File: src/rtl/mem_access_unit.sv
// mem_access_unit
// Memory-stage load/store unit placed between the EX/MEM latch and a
// word-addressed data memory. It turns byte addresses into word addresses,
// extracts and extends byte/halfword loads, and performs sub-word stores as a
// two-cycle read-modify-write with a one-cycle stall. Results are registered
// into the MEM/WB fields it drives.
//
// Optional feature macro: MEM_ACCESS_ALIGN_CHECK_EN
//   defined   -> misaligned half/word accesses raise o_wb_exception, issue no
//                strobes and never stall.
//   undefined -> o_wb_exception stays 0 and the offending low address bits
//                are ignored (half uses address[1] only, word ignores [1:0]).

module mem_access_unit #(
    parameter int NB_DATA = 32,
    parameter int NB_REG  = 5
) (
    input  logic               i_clock,
    input  logic               i_reset,
    input  logic               i_valid,
    input  logic               i_mem_read,
    input  logic               i_mem_write,
    input  logic [1:0]         i_size,
    input  logic               i_unsigned,
    input  logic [NB_DATA-1:0] i_address,
    input  logic [NB_DATA-1:0] i_store_data,
    input  logic [NB_DATA-1:0] i_alu_result,
    input  logic               i_mem_to_reg,
    input  logic               i_reg_write,
    input  logic [NB_REG-1:0]  i_rd_addr,
    input  logic [NB_DATA-1:0] i_mem_read_data,
    output logic [NB_DATA-1:0] o_mem_address,
    output logic [NB_DATA-1:0] o_mem_write_data,
    output logic               o_mem_read_enable,
    output logic               o_mem_write_enable,
    output logic               o_mem_valid,
    output logic               o_stall,
    output logic               o_wb_valid,
    output logic               o_wb_reg_write,
    output logic               o_wb_exception,
    output logic [NB_DATA-1:0] o_wb_data,
    output logic [NB_REG-1:0]  o_wb_rd_addr
);

    localparam logic [0:0] ST_IDLE      = 1'b0;
    localparam logic [0:0] ST_RMW_WRITE = 1'b1;

    logic [0:0]         state_q,      state_d;
    logic [NB_DATA-1:0] rmwAddr_q,    rmwAddr_d;
    logic [NB_DATA-1:0] rmwData_q,    rmwData_d;
    logic [NB_DATA-1:0] rmwAlu_q,     rmwAlu_d;
    logic [NB_REG-1:0]  rmwRd_q,      rmwRd_d;
    logic               wbValid_q,    wbValid_d;
    logic               wbRegWrite_q, wbRegWrite_d;
    logic               wbExc_q,      wbExc_d;
    logic [NB_DATA-1:0] wbData_q,     wbData_d;
    logic [NB_REG-1:0]  wbRd_q,       wbRd_d;

    logic               sizeByte;
    logic               sizeHalf;
    logic               sizeWord;
    logic [1:0]         laneOffset;
    logic               misaligned;
    logic               accessReq;
    logic               doStore;
    logic               doLoad;
    logic               subWordStore;
    logic               excHit;
    logic [NB_DATA-1:0] wordAddr;
    logic [NB_DATA-1:0] mergedWord;
    logic [7:0]         loadByte;
    logic [15:0]        loadHalf;
    logic [NB_DATA-1:0] loadValue;

    // Decode the access: size, effective lane offset, alignment and request kind
    always_comb begin
        sizeByte = (i_size == 2'b00);
        sizeHalf = (i_size == 2'b01);
        sizeWord = i_size[1];
        if (sizeByte) begin
            laneOffset = i_address[1:0];
        end else if (sizeHalf) begin
            laneOffset = {i_address[1], 1'b0};
        end else begin
            laneOffset = 2'b00;
        end
`ifdef MEM_ACCESS_ALIGN_CHECK_EN
        misaligned = (sizeHalf & i_address[0]) | (sizeWord & (|i_address[1:0]));
`else
        misaligned = 1'b0;
`endif
        accessReq    = i_valid & (i_mem_read | i_mem_write);
        excHit       = accessReq & misaligned;
        doStore      = i_valid & i_mem_write & ~misaligned;
        doLoad       = i_valid & i_mem_read & ~i_mem_write & ~misaligned;
        subWordStore = doStore & ~sizeWord;
        wordAddr     = {2'b00, i_address[NB_DATA-1:2]};
    end

    // Merge the store lane(s) into the word currently held in memory
    always_comb begin
        mergedWord = i_mem_read_data;
        if (sizeByte) begin
            mergedWord[{laneOffset, 3'b000} +: 8] = i_store_data[7:0];
        end else if (sizeHalf) begin
            mergedWord[{laneOffset[1], 4'b0000} +: 16] = i_store_data[15:0];
        end
    end

    // Extract the loaded byte/half/word and sign- or zero-extend it
    always_comb begin
        loadByte = i_mem_read_data[{laneOffset, 3'b000} +: 8];
        loadHalf = i_mem_read_data[{laneOffset[1], 4'b0000} +: 16];
        if (sizeByte) begin
            loadValue = {{(NB_DATA-8){loadByte[7] & ~i_unsigned}}, loadByte};
        end else if (sizeHalf) begin
            loadValue = {{(NB_DATA-16){loadHalf[15] & ~i_unsigned}}, loadHalf};
        end else begin
            loadValue = i_mem_read_data;
        end
    end

    // Drive memory strobes and stall; everything is quiet while reset is high
    always_comb begin
        o_mem_address      = wordAddr;
        o_mem_write_data   = i_store_data;
        o_mem_read_enable  = 1'b0;
        o_mem_write_enable = 1'b0;
        o_stall            = 1'b0;
        if (!i_reset) begin
            if (state_q == ST_RMW_WRITE) begin
                o_mem_address      = rmwAddr_q;
                o_mem_write_data   = rmwData_q;
                o_mem_write_enable = 1'b1;
            end else if (subWordStore) begin
                o_mem_read_enable = 1'b1;
                o_stall           = 1'b1;
            end else if (doStore) begin
                o_mem_write_enable = 1'b1;
            end else if (doLoad) begin
                o_mem_read_enable = 1'b1;
            end
        end
        o_mem_valid = o_mem_read_enable | o_mem_write_enable;
    end

    // Next-state logic for the RMW sequencer and the MEM/WB fields
    always_comb begin
        state_d      = state_q;
        rmwAddr_d    = rmwAddr_q;
        rmwData_d    = rmwData_q;
        rmwAlu_d     = rmwAlu_q;
        rmwRd_d      = rmwRd_q;
        wbValid_d    = wbValid_q;
        wbRegWrite_d = wbRegWrite_q;
        wbExc_d      = wbExc_q;
        wbData_d     = wbData_q;
        wbRd_d       = wbRd_q;
        if (state_q == ST_RMW_WRITE) begin
            // The upstream latch still shows the same store; finish it from
            // the captured copy and retire it without a register write.
            state_d      = ST_IDLE;
            wbValid_d    = 1'b1;
            wbRegWrite_d = 1'b0;
            wbExc_d      = 1'b0;
            wbData_d     = rmwAlu_q;
            wbRd_d       = rmwRd_q;
        end else if (subWordStore) begin
            state_d      = ST_RMW_WRITE;
            rmwAddr_d    = wordAddr;
            rmwData_d    = mergedWord;
            rmwAlu_d     = i_alu_result;
            rmwRd_d      = i_rd_addr;
            wbValid_d    = 1'b0;
            wbRegWrite_d = 1'b0;
            wbExc_d      = 1'b0;
        end else begin
            wbValid_d    = i_valid;
            wbRegWrite_d = i_valid & i_reg_write & ~excHit;
            wbExc_d      = excHit;
            wbData_d     = i_mem_to_reg ? loadValue : i_alu_result;
            wbRd_d       = i_rd_addr;
        end
    end

    // State and MEM/WB registers with synchronous reset
    always_ff @(posedge i_clock) begin
        if (i_reset) begin
            state_q      <= ST_IDLE;
            rmwAddr_q    <= '0;
            rmwData_q    <= '0;
            rmwAlu_q     <= '0;
            rmwRd_q      <= '0;
            wbValid_q    <= 1'b0;
            wbRegWrite_q <= 1'b0;
            wbExc_q      <= 1'b0;
            wbData_q     <= '0;
            wbRd_q       <= '0;
        end else begin
            state_q      <= state_d;
            rmwAddr_q    <= rmwAddr_d;
            rmwData_q    <= rmwData_d;
            rmwAlu_q     <= rmwAlu_d;
            rmwRd_q      <= rmwRd_d;
            wbValid_q    <= wbValid_d;
            wbRegWrite_q <= wbRegWrite_d;
            wbExc_q      <= wbExc_d;
            wbData_q     <= wbData_d;
            wbRd_q       <= wbRd_d;
        end
    end

    assign o_wb_valid     = wbValid_q;
    assign o_wb_reg_write = wbRegWrite_q;
    assign o_wb_exception = wbExc_q;
    assign o_wb_data      = wbData_q;
    assign o_wb_rd_addr   = wbRd_q;

endmodule

File: config.mk
export PLATFORM = sky130hd
export DESIGN_NAME = mem_access_unit
export DESIGN_NICKNAME = d
export VERILOG_FILES = /design/src/rtl/mem_access_unit.sv
export SDC_FILE = /design/constraint.sdc
export NUM_CORES = 1
export LEC_CHECK = 0
export CORE_UTILIZATION = 47
export DETAILED_ROUTE_END_ITERATION = 16
export HOLD_SLACK_MARGIN = 0.02
export PLACE_DENSITY = 0.82
export SLEW_MARGIN = 20
export SYNTH_ARGS = -nofsm -noshare
export SYNTH_HDL_FRONTEND = slang
export SYNTH_SLANG_ARGS = --single-unit
File: constraint.sdc
create_clock -name i_clock -period 3.1 [get_ports i_clock]
set_input_delay 0.62 -clock i_clock [delete_from_list [all_inputs] [get_ports i_clock]]
set_output_delay 0.62 -clock i_clock [all_outputs]
set_load 0.05 [all_outputs]
# Word level (Yosys, flattened, before mapping)
# Index checks and enable logic that the tools add are counted.
# W data, S select, Z words.
# totals
reg_bits	139
word_cells	65
input_bits	143
# op_classes
muxes	31
reduce_logical	3
addsub	2
n_bitwise	12
shifts	6
n_eq_ne	2
# op_table
operator	count
$mux W32	9
$bwmux W32	2
$mux W30	2
$shift A16 B7 Y32 const A	1
$shift A8 B7 Y32 const A	1
$shiftx A16 B7 Y32	1
$shiftx A32 B6 Y16	1
$shiftx A32 B6 Y8	1
$shiftx A8 B7 Y32	1
$mux W1	14
$neg A5 Y7	2
$mux W5	2
$and A1 B1 Y1	7
$mux W2	2
$not A1 Y1	4
$reduce_or A3 Y1	1
$eq A2 B1 Y1 const B	1
$logic_not A2 Y1	1
$ne A2 B2 Y1 const B	1
$reduce_and A2 Y1	1
$or A1 B1 Y1	1

# Longest topological paths before layout
# Gate-level depths: netlist of the first run.
# logic_depth
word_depth	10
ltp_mapped	12
ltp_nobuf	8

# Worst setup path after synthesis of the first run
# OpenSTA, ideal clock, no wires.
# synth_path
path_kind	input -> output
startpoint	in i_reset
endpoint	out o_mem_write_data[0]
setup_slack_ns	-0.011
required_time_ns	2.480
t_arrival_ns	2.491
path_buffers	4
stages	6
path_cell_list	buf_2 > nand2b_1 > clkbuf_1 > buf_2 > clkbuf_1 > o21ai_0
# synth_between
elab_chain_cells	1
# synth_lines
element	line_no	source
from (decl)	19	input logic i_reset,
$mux W32	130	if (!i_reset) begin
to (decl)	33	output logic [NB_DATA-1:0] o_mem_write_data,
# Every way passes these cells.

# Final worst setup path of the first run
# layout_path
startpoint	in i_size[1]
endpoint	out o_stall
# layout_between
elab_chain_cells	5
# layout_lines
element	line_no	source
from (decl)	23	input logic [1:0] i_size,
$not A1 Y1	96	subWordStore = doStore & ~sizeWord;
$and A1 B1 Y1	96	
$mux W1	135	end else if (subWordStore) begin
$mux W1	n/a	
$mux W1	130	
to (decl)	37	output logic o_stall,
# Every way passes these cells.

==> results of run 1 <==
-- path summary, 6_finish.rpt --
kind	start	endpoint	slack [ns]	depth (start not counted)
setup / recovery	i_size[1]	o_stall	0.35	6
hold / removal	rmwAddr_q[0]	rmwAddr_q[0]	0.45	2
setup reg to reg	state_q	o_wb_data[7]	1.01	5
hold reg to reg	rmwAddr_q[0]	rmwAddr_q[0]	0.45	2
-- where the power goes --
part | switching (mW) | total (mW) | internal (mW)
clock network | 0.784 | 2.32 | 1.54
registers | 0.0616 | 1.95 | 1.88
logic | 0.807 | 1.34 | 0.531
-- sequential cells by signal, indices dropped and copies added (netlist names) --
signal,count
rmwRd_q,5
o_wb_reg_write,1
rmwData_q,32
o_wb_data,32
o_wb_valid,1
rmwAddr_q,30
rmwAlu_q,32
state_q,1
o_wb_rd_addr,5
-- layer usage --
layer  wire [um]  share of wire [%]
met5           0                  0
met4        1040                3.9
met2       11900                 45
met3        2860                 11
met1       10500                 40
-- layout make-up --
class,count,share of cell area (%)
Clock buffer,22,4.56
Tap cell,216,2.49
Sequential cell,139,25.7
Inverter,18,0.623
Timing Repair Buffer,275,24.8
Clock inverter,10,1.70
Multi-Input combinational cell,685,40.2
-- worst max-delay path, cell delays in order --
cell and delay (ns):
clkdlybuf4s50_1 0.47, buf_4 0.23, and3b_1 0.35, nand2_4 0.12
nor2_4 0.17, buf_12 0.16
-- cells in the mapped netlist, drive strengths merged, types with 18 or more instances --
cell / instances
o221ai: 19
buf: 52
dfxtp: 139
mux2: 61
nand2: 181
a211oi: 43
a22oi: 35
o21ai: 44
nor2: 63
clkbuf: 38
inv: 18
a21oi: 92
-- kinds of logic (layout without fill, tap and decap cells) --
| logic type | after synthesis | in the layout | share of synthesized area (%) |
|---|---|---|---|
| AOI/OAI and AO/OA | 312 | 312 | 28.6 |
| and+or+nand+nor | 289 | 289 | 16.3 |
| DFF | 139 | 139 | 36.5 |
| buffers and inverters | 108 | 325 | 6.52 |
| muxes | 80 | 80 | 11.8 |
| adders and majority gates | 1 | 1 | 0.164 |
| other | 1 | 3 | 0.0492 |
-- metrics by stage --
step	setup TNS, ns	instances
CTS	0	1365
global placement	0	1333
global route	0	1365
floorplan	-0.0686	932
detailed placement	0	1333
finish	0	1365
==> impl_metrics.csv, run 1 <==
group,metric,value,unit
critical_path,crit_required,2.48,ns
placed_design,gp_congestion,0.910,
grt,grtUsageMet1,41.6,%
cells_and_area,diodes,0,
synth,synth_cells,930,
floorplanning,dieArea,16700,um^2
grt,grt_pass1_vias,7366,
synth,synth_flop_cell,"dfxtp_1",
routing,drtIter0Drc,898,
placed_design,numPortBuffers,247,
cells_and_area,final-seq-area,2780,um^2
timing,hold_ws,0.452,ns
synth,synth.distinct_cells,53,
power,ir_drop,0.379,mV
synth,synth_edf_count,0,
clock_network,ctsRootBufferMaster,"clkbuf_16",
grt,grt.met2_usage,47.5,%
clock_network,numCtsBuffers,17,
grt,antenna_found_initial,0,
min_path,min_path_type,"flip-flop to flip-flop",
cells_and_area,layout_common_cells,"180 x nand2_1, 180 x clkdlybuf4s50_1, 138 x dfxtp_1",
timing,max_freq,363,MHz
cells_and_area,stdcell_area,10800,um^2
cells_and_area,fillers,1238,
timing,worst_slew_pin_slew,0.862,ns
synth,synth.largest_area_cell,"dfxtp_1",
critical_path,setup.worst_path.start_class,"input pin",
timing,fin_crit,2.75,ns
timing,worst_slack,0.346,ns
grt,gr-max-usage-layer,"met2",
cells_and_area,syn_to_final_growth,42.4,%
clock_network,post_cts_buffers,0,
critical_path,crit_path_max_fanout,20,
cells_and_area,drive_gt1_share,18.8,%
routing,drc_errors,0,
synth,synth_top_area_share,36.5,%
timing,slew_viol_final,0,
synth,synthArstFlopShare,0,%
floorplanning,die_h,129,um
placed_design,dp_slack,0.224,ns
critical_path,cp-end-kind,"primary output",
routing,drt-pass1-iter-count,6,
clock_network,cts-hold-fix-buffers,0,
synth,postSynthAreaPerCell,8.19,um^2
clock_network,clk_latency,0.42,ns
clock_network,cts_tree,"built",
critical_path,worstSetupPathType,"input pin to primary output",
grt,grt_remaining_overflow,0,
grt,grt_util_met3,6.65,%
routing,ant_nets,0,
critical_path,timing.critical_path.arrival,2.13,ns
cells_and_area,post-route-util,68.5,%
routing,drt_wl_total,26400,um
timing,relSlewSlack,42.6,%
cells_and_area,nNetsFinal,1280,
grt,grt_pass1_wl,39900,um
timing,finalHoldViolCount,0,
cells_and_area,multi_input_area,4360,um^2
placed_design,postPlaceCellArea,10200,um^2
synth,synth_area_leaders,"dfxtp_1 37%, mux2_2 9.0%, nand2_1 8.9%",
power,power.leakage,3.97,nW
floorplanning,io_pins,251,
routing,viasPerCell,6.01,
run,maxCapViolCount,0,
synth,synthesis.area,7610,um^2
timing,fin_skew,0.00533,ns
grt,grt_max_degree,79,
grt,gr-usage-all-layers,31.1,%
synth,synth-seq-area-share,36.5,%
clock_network,path_clk_slew,0.06,ns
synth,ys_ff_latch,139,
timing,fin_crit_sh,88.9,%
floorplanning,row_count,46,
routing,dr_total_vias,8200,
outcome,status,"finished clean",
routing,avgRoutedWirePerCell,19.3,um
clock_network,ctsLongestPathBuffers,2,
timing,rsz0062_at_grt,"false",
power,power,5.60,mW
synth,yosys_warnings,0,
floorplanning,core_area,15800,um^2
clock_network,htree_levels,4,
power,p_per_area,517,nW/um^2
clock_network,numClockSinks,139,
clock_network,cts_resized,0,
floorplanning,start_util,48.1,%
placed_design,hpwl,18000,um
floorplanning,die_x,129,um
timing,setup_viol,0,
Power figures use the tool's default switching activity.
==> run 2: changes to the inputs <==
--- a/config.mk
+++ b/config.mk
@@ -9,7 +9,7 @@
 export DETAILED_ROUTE_END_ITERATION = 16
 export HOLD_SLACK_MARGIN = 0.02
 export PLACE_DENSITY = 0.82
-export SLEW_MARGIN = 20
+export SLEW_MARGIN = 15
 export SYNTH_ARGS = -nofsm -noshare
 export SYNTH_HDL_FRONTEND = slang
 export SYNTH_SLANG_ARGS = --single-unit
==> results of run 2 <==
No change in the layout: final DEF, timing and power equal those of run 1.
==> run 3: changes to the inputs <==
--- a/config.mk
+++ b/config.mk
@@ -5,10 +5,11 @@
 export SDC_FILE = /design/constraint.sdc
 export NUM_CORES = 1
 export LEC_CHECK = 0
-export CORE_UTILIZATION = 47
+export CORE_UTILIZATION = 26
+export CTS_BUF_LIST = sky130_fd_sc_hd__clkbuf_16
 export DETAILED_ROUTE_END_ITERATION = 16
 export HOLD_SLACK_MARGIN = 0.02
-export PLACE_DENSITY = 0.82
+export SETUP_SLACK_MARGIN = 0.05
 export SLEW_MARGIN = 15
 export SYNTH_ARGS = -nofsm -noshare
 export SYNTH_HDL_FRONTEND = slang
==> run 3 against run 2 <==
Compared with the run above: highest routed layer unchanged; critical path depth decreased by 1; total power decreased by 5.3%; largest power group unchanged; first-iteration DRC count decreased by 28%; flip-flop and latch count unchanged; largest cell class unchanged; routed wire length increased by 10%; sequential share of layout area decreased by 0.31 points.
==> impl_metrics.csv, run 3 (same netlist as run 1, synthesis figures left out) <==
group,metric,value,unit
outcome,status,"finished clean",
routing,dr_total_vias,7958,
timing,relSlewSlack,40.3,%
routing,viasPerCell,5.17,
critical_path,crit_path_max_fanout,10,
grt,grt_remaining_overflow,0,
power,power_frac_seq,36.6,%
power,netSwitchingFraction,32.2,%
timing,fin_skew,0.00987,ns
cells_and_area,nNetsFinal,1285,
run,maxCapViolCount,0,
placed_design,hpwl,20800,um
min_path,min_path_type,"flip-flop to flip-flop",
grt,gr-usage-all-layers,18.9,%
routing,drc_errors,0,
critical_path,crit_chain,"clkdlybuf4s50_1, and3b_1, nand2_4, nor2_4, buf_12",
clock_network,ctsRootBufferMaster,"clkbuf_16",
cells_and_area,layout_common_cells,"180 x nand2_1, 179 x clkdlybuf4s50_1, 138 x dfxtp_1",
power,p_int,3.60,mW
power,ir_drop,0.247,mV
routing,avgRoutedWirePerCell,18.9,um
floorplanning,die_h,173,um
timing,setup_viol,0,
routing,drt-pass1-iter-count,7,
grt,grt_max_degree,101,
floorplanning,io_pins,251,
cells_and_area,instances_no_fill,1540,
clock_network,post_cts_buffers,0,
power,p_sw,1.71,mW
clock_network,path_clk_slew,0.06,ns
routing,ant_nets,0,
timing,worst_slew_pin_slew,0.896,ns
critical_path,critical_path.max_stage_delay,0.54,ns
cells_and_area,drive_gt1_share,19.2,%
timing,fin_crit,2.72,ns
grt,grt_pass1_vias,7340,
grt,antenna_found_initial,2,
routing,drtIter0Drc,646,
clock_network,numCtsBuffers,17,
placed_design,numPortBuffers,247,
grt,grt_pass1_wl,43900,um
critical_path,crit_required,2.48,ns
clock_network,cts-hold-fix-buffers,0,
critical_path,cp-end-kind,"primary output",
floorplanning,die_x,173,um
clock_network,numClockSinks,139,
placed_design,gp_congestion,0.862,
floorplanning,dieArea,30000,um^2
timing,rsz0062_at_grt,"false",
power,p_comb_share,25.3,%
clock_network,ctsLongestPathBuffers,2,
critical_path,critPathSlowestCell,"clkdlybuf4s50_1",
cells_and_area,final_common_cell,"nand2_1",
power,p_per_area,483,nW/um^2
routing,drt_wl_total,29000,um
cells_and_area,post-route-util,38.1,%
timing,max_freq,368,MHz
critical_path,timing.critical_path.arrival,2.10,ns
critical_path,worstSetupPathType,"input pin to primary output",
critical_path,setup.worst_path.start_class,"input pin",
power,clockPowerShare,38.1,%
clock_network,htree_levels,4,
cells_and_area,syn_to_final_growth,44.2,%
floorplanning,start_util,26.5,%
power,power.leakage,3.94,nW
timing,slew_viol_final,0,
timing,finalHoldViolCount,0,
timing,fin_crit_sh,87.7,%
clock_network,cts_resized,0,
floorplanning,row_count,62,
floorplanning,core_area,28800,um^2
timing,hold_ws,0.451,ns
clock_network,clk_latency,0.42,ns
placed_design,placed_cells,1506,
clock_network,cts_tree,"built",
[run 3: final timing paths]
kind / start / endpoint / slack [ns] / cells after the start
setup / recovery: i_valid / o_stall / 0.38 / 5
hold / removal: rmwAddr_q[2] / rmwAddr_q[2] / 0.45 / 2
setup reg to reg: state_q / o_wb_data[15] / 1.22 / 5
hold reg to reg: rmwAddr_q[2] / rmwAddr_q[2] / 0.45 / 2
[run 3: stage by stage]
step                total power [mW]  instance area [um^2]  setup slack (ns)  setup TNS, ns
floorplan                       2.75                  7620           -0.0114        -0.0686
global placement                3.31                 10400             0.331              0
detailed placement              3.32                 10400             0.294              0
CTS                             5.36                 11000             0.367              0
global route                    5.52                 11000             0.251              0
finish                          5.31                 11000             0.382              0
[run 3: worst max-delay path: cells and delay by family]
kind,cells,cell delay (ns)
buffers and inverters,2,0.72
and+or+nand+nor,3,0.75
[run 3: area by class of cell]
type / count / area [um^2]
Multi-Input combinational cell: 685 / 4360
Inverter: 18 / 67.6
Antenna cell: 2 / 5.00
Clock buffer: 17 / 425
Tap cell: 384 / 480
Clock inverter: 15 / 149
Fill cell: 2882 / 17800
Sequential cell: 139 / 2780
Timing Repair Buffer: 280 / 2710
[run 3: layer usage]
layer  routed length, um  share of wire [%]  global-route usage (%)
met1               13000                 45                    25.5
met2               13300                 46                    29.7
met3                2160                7.4                    4.44
met4                 614                2.1                    5.79
met5                   0                  0                       0
[run 3: power by group through the flow]
stage	sequential (mW)	combinational, mW	clock, mW
2_1_floorplan	2.12	0.627	0
3_3_place_gp	1.98	1.33	0
3_5_place_dp	1.98	1.34	0
4_1_cts	1.94	1.34	2.08
5_1_grt	1.95	1.42	2.15
6_report	1.94	1.34	2.02
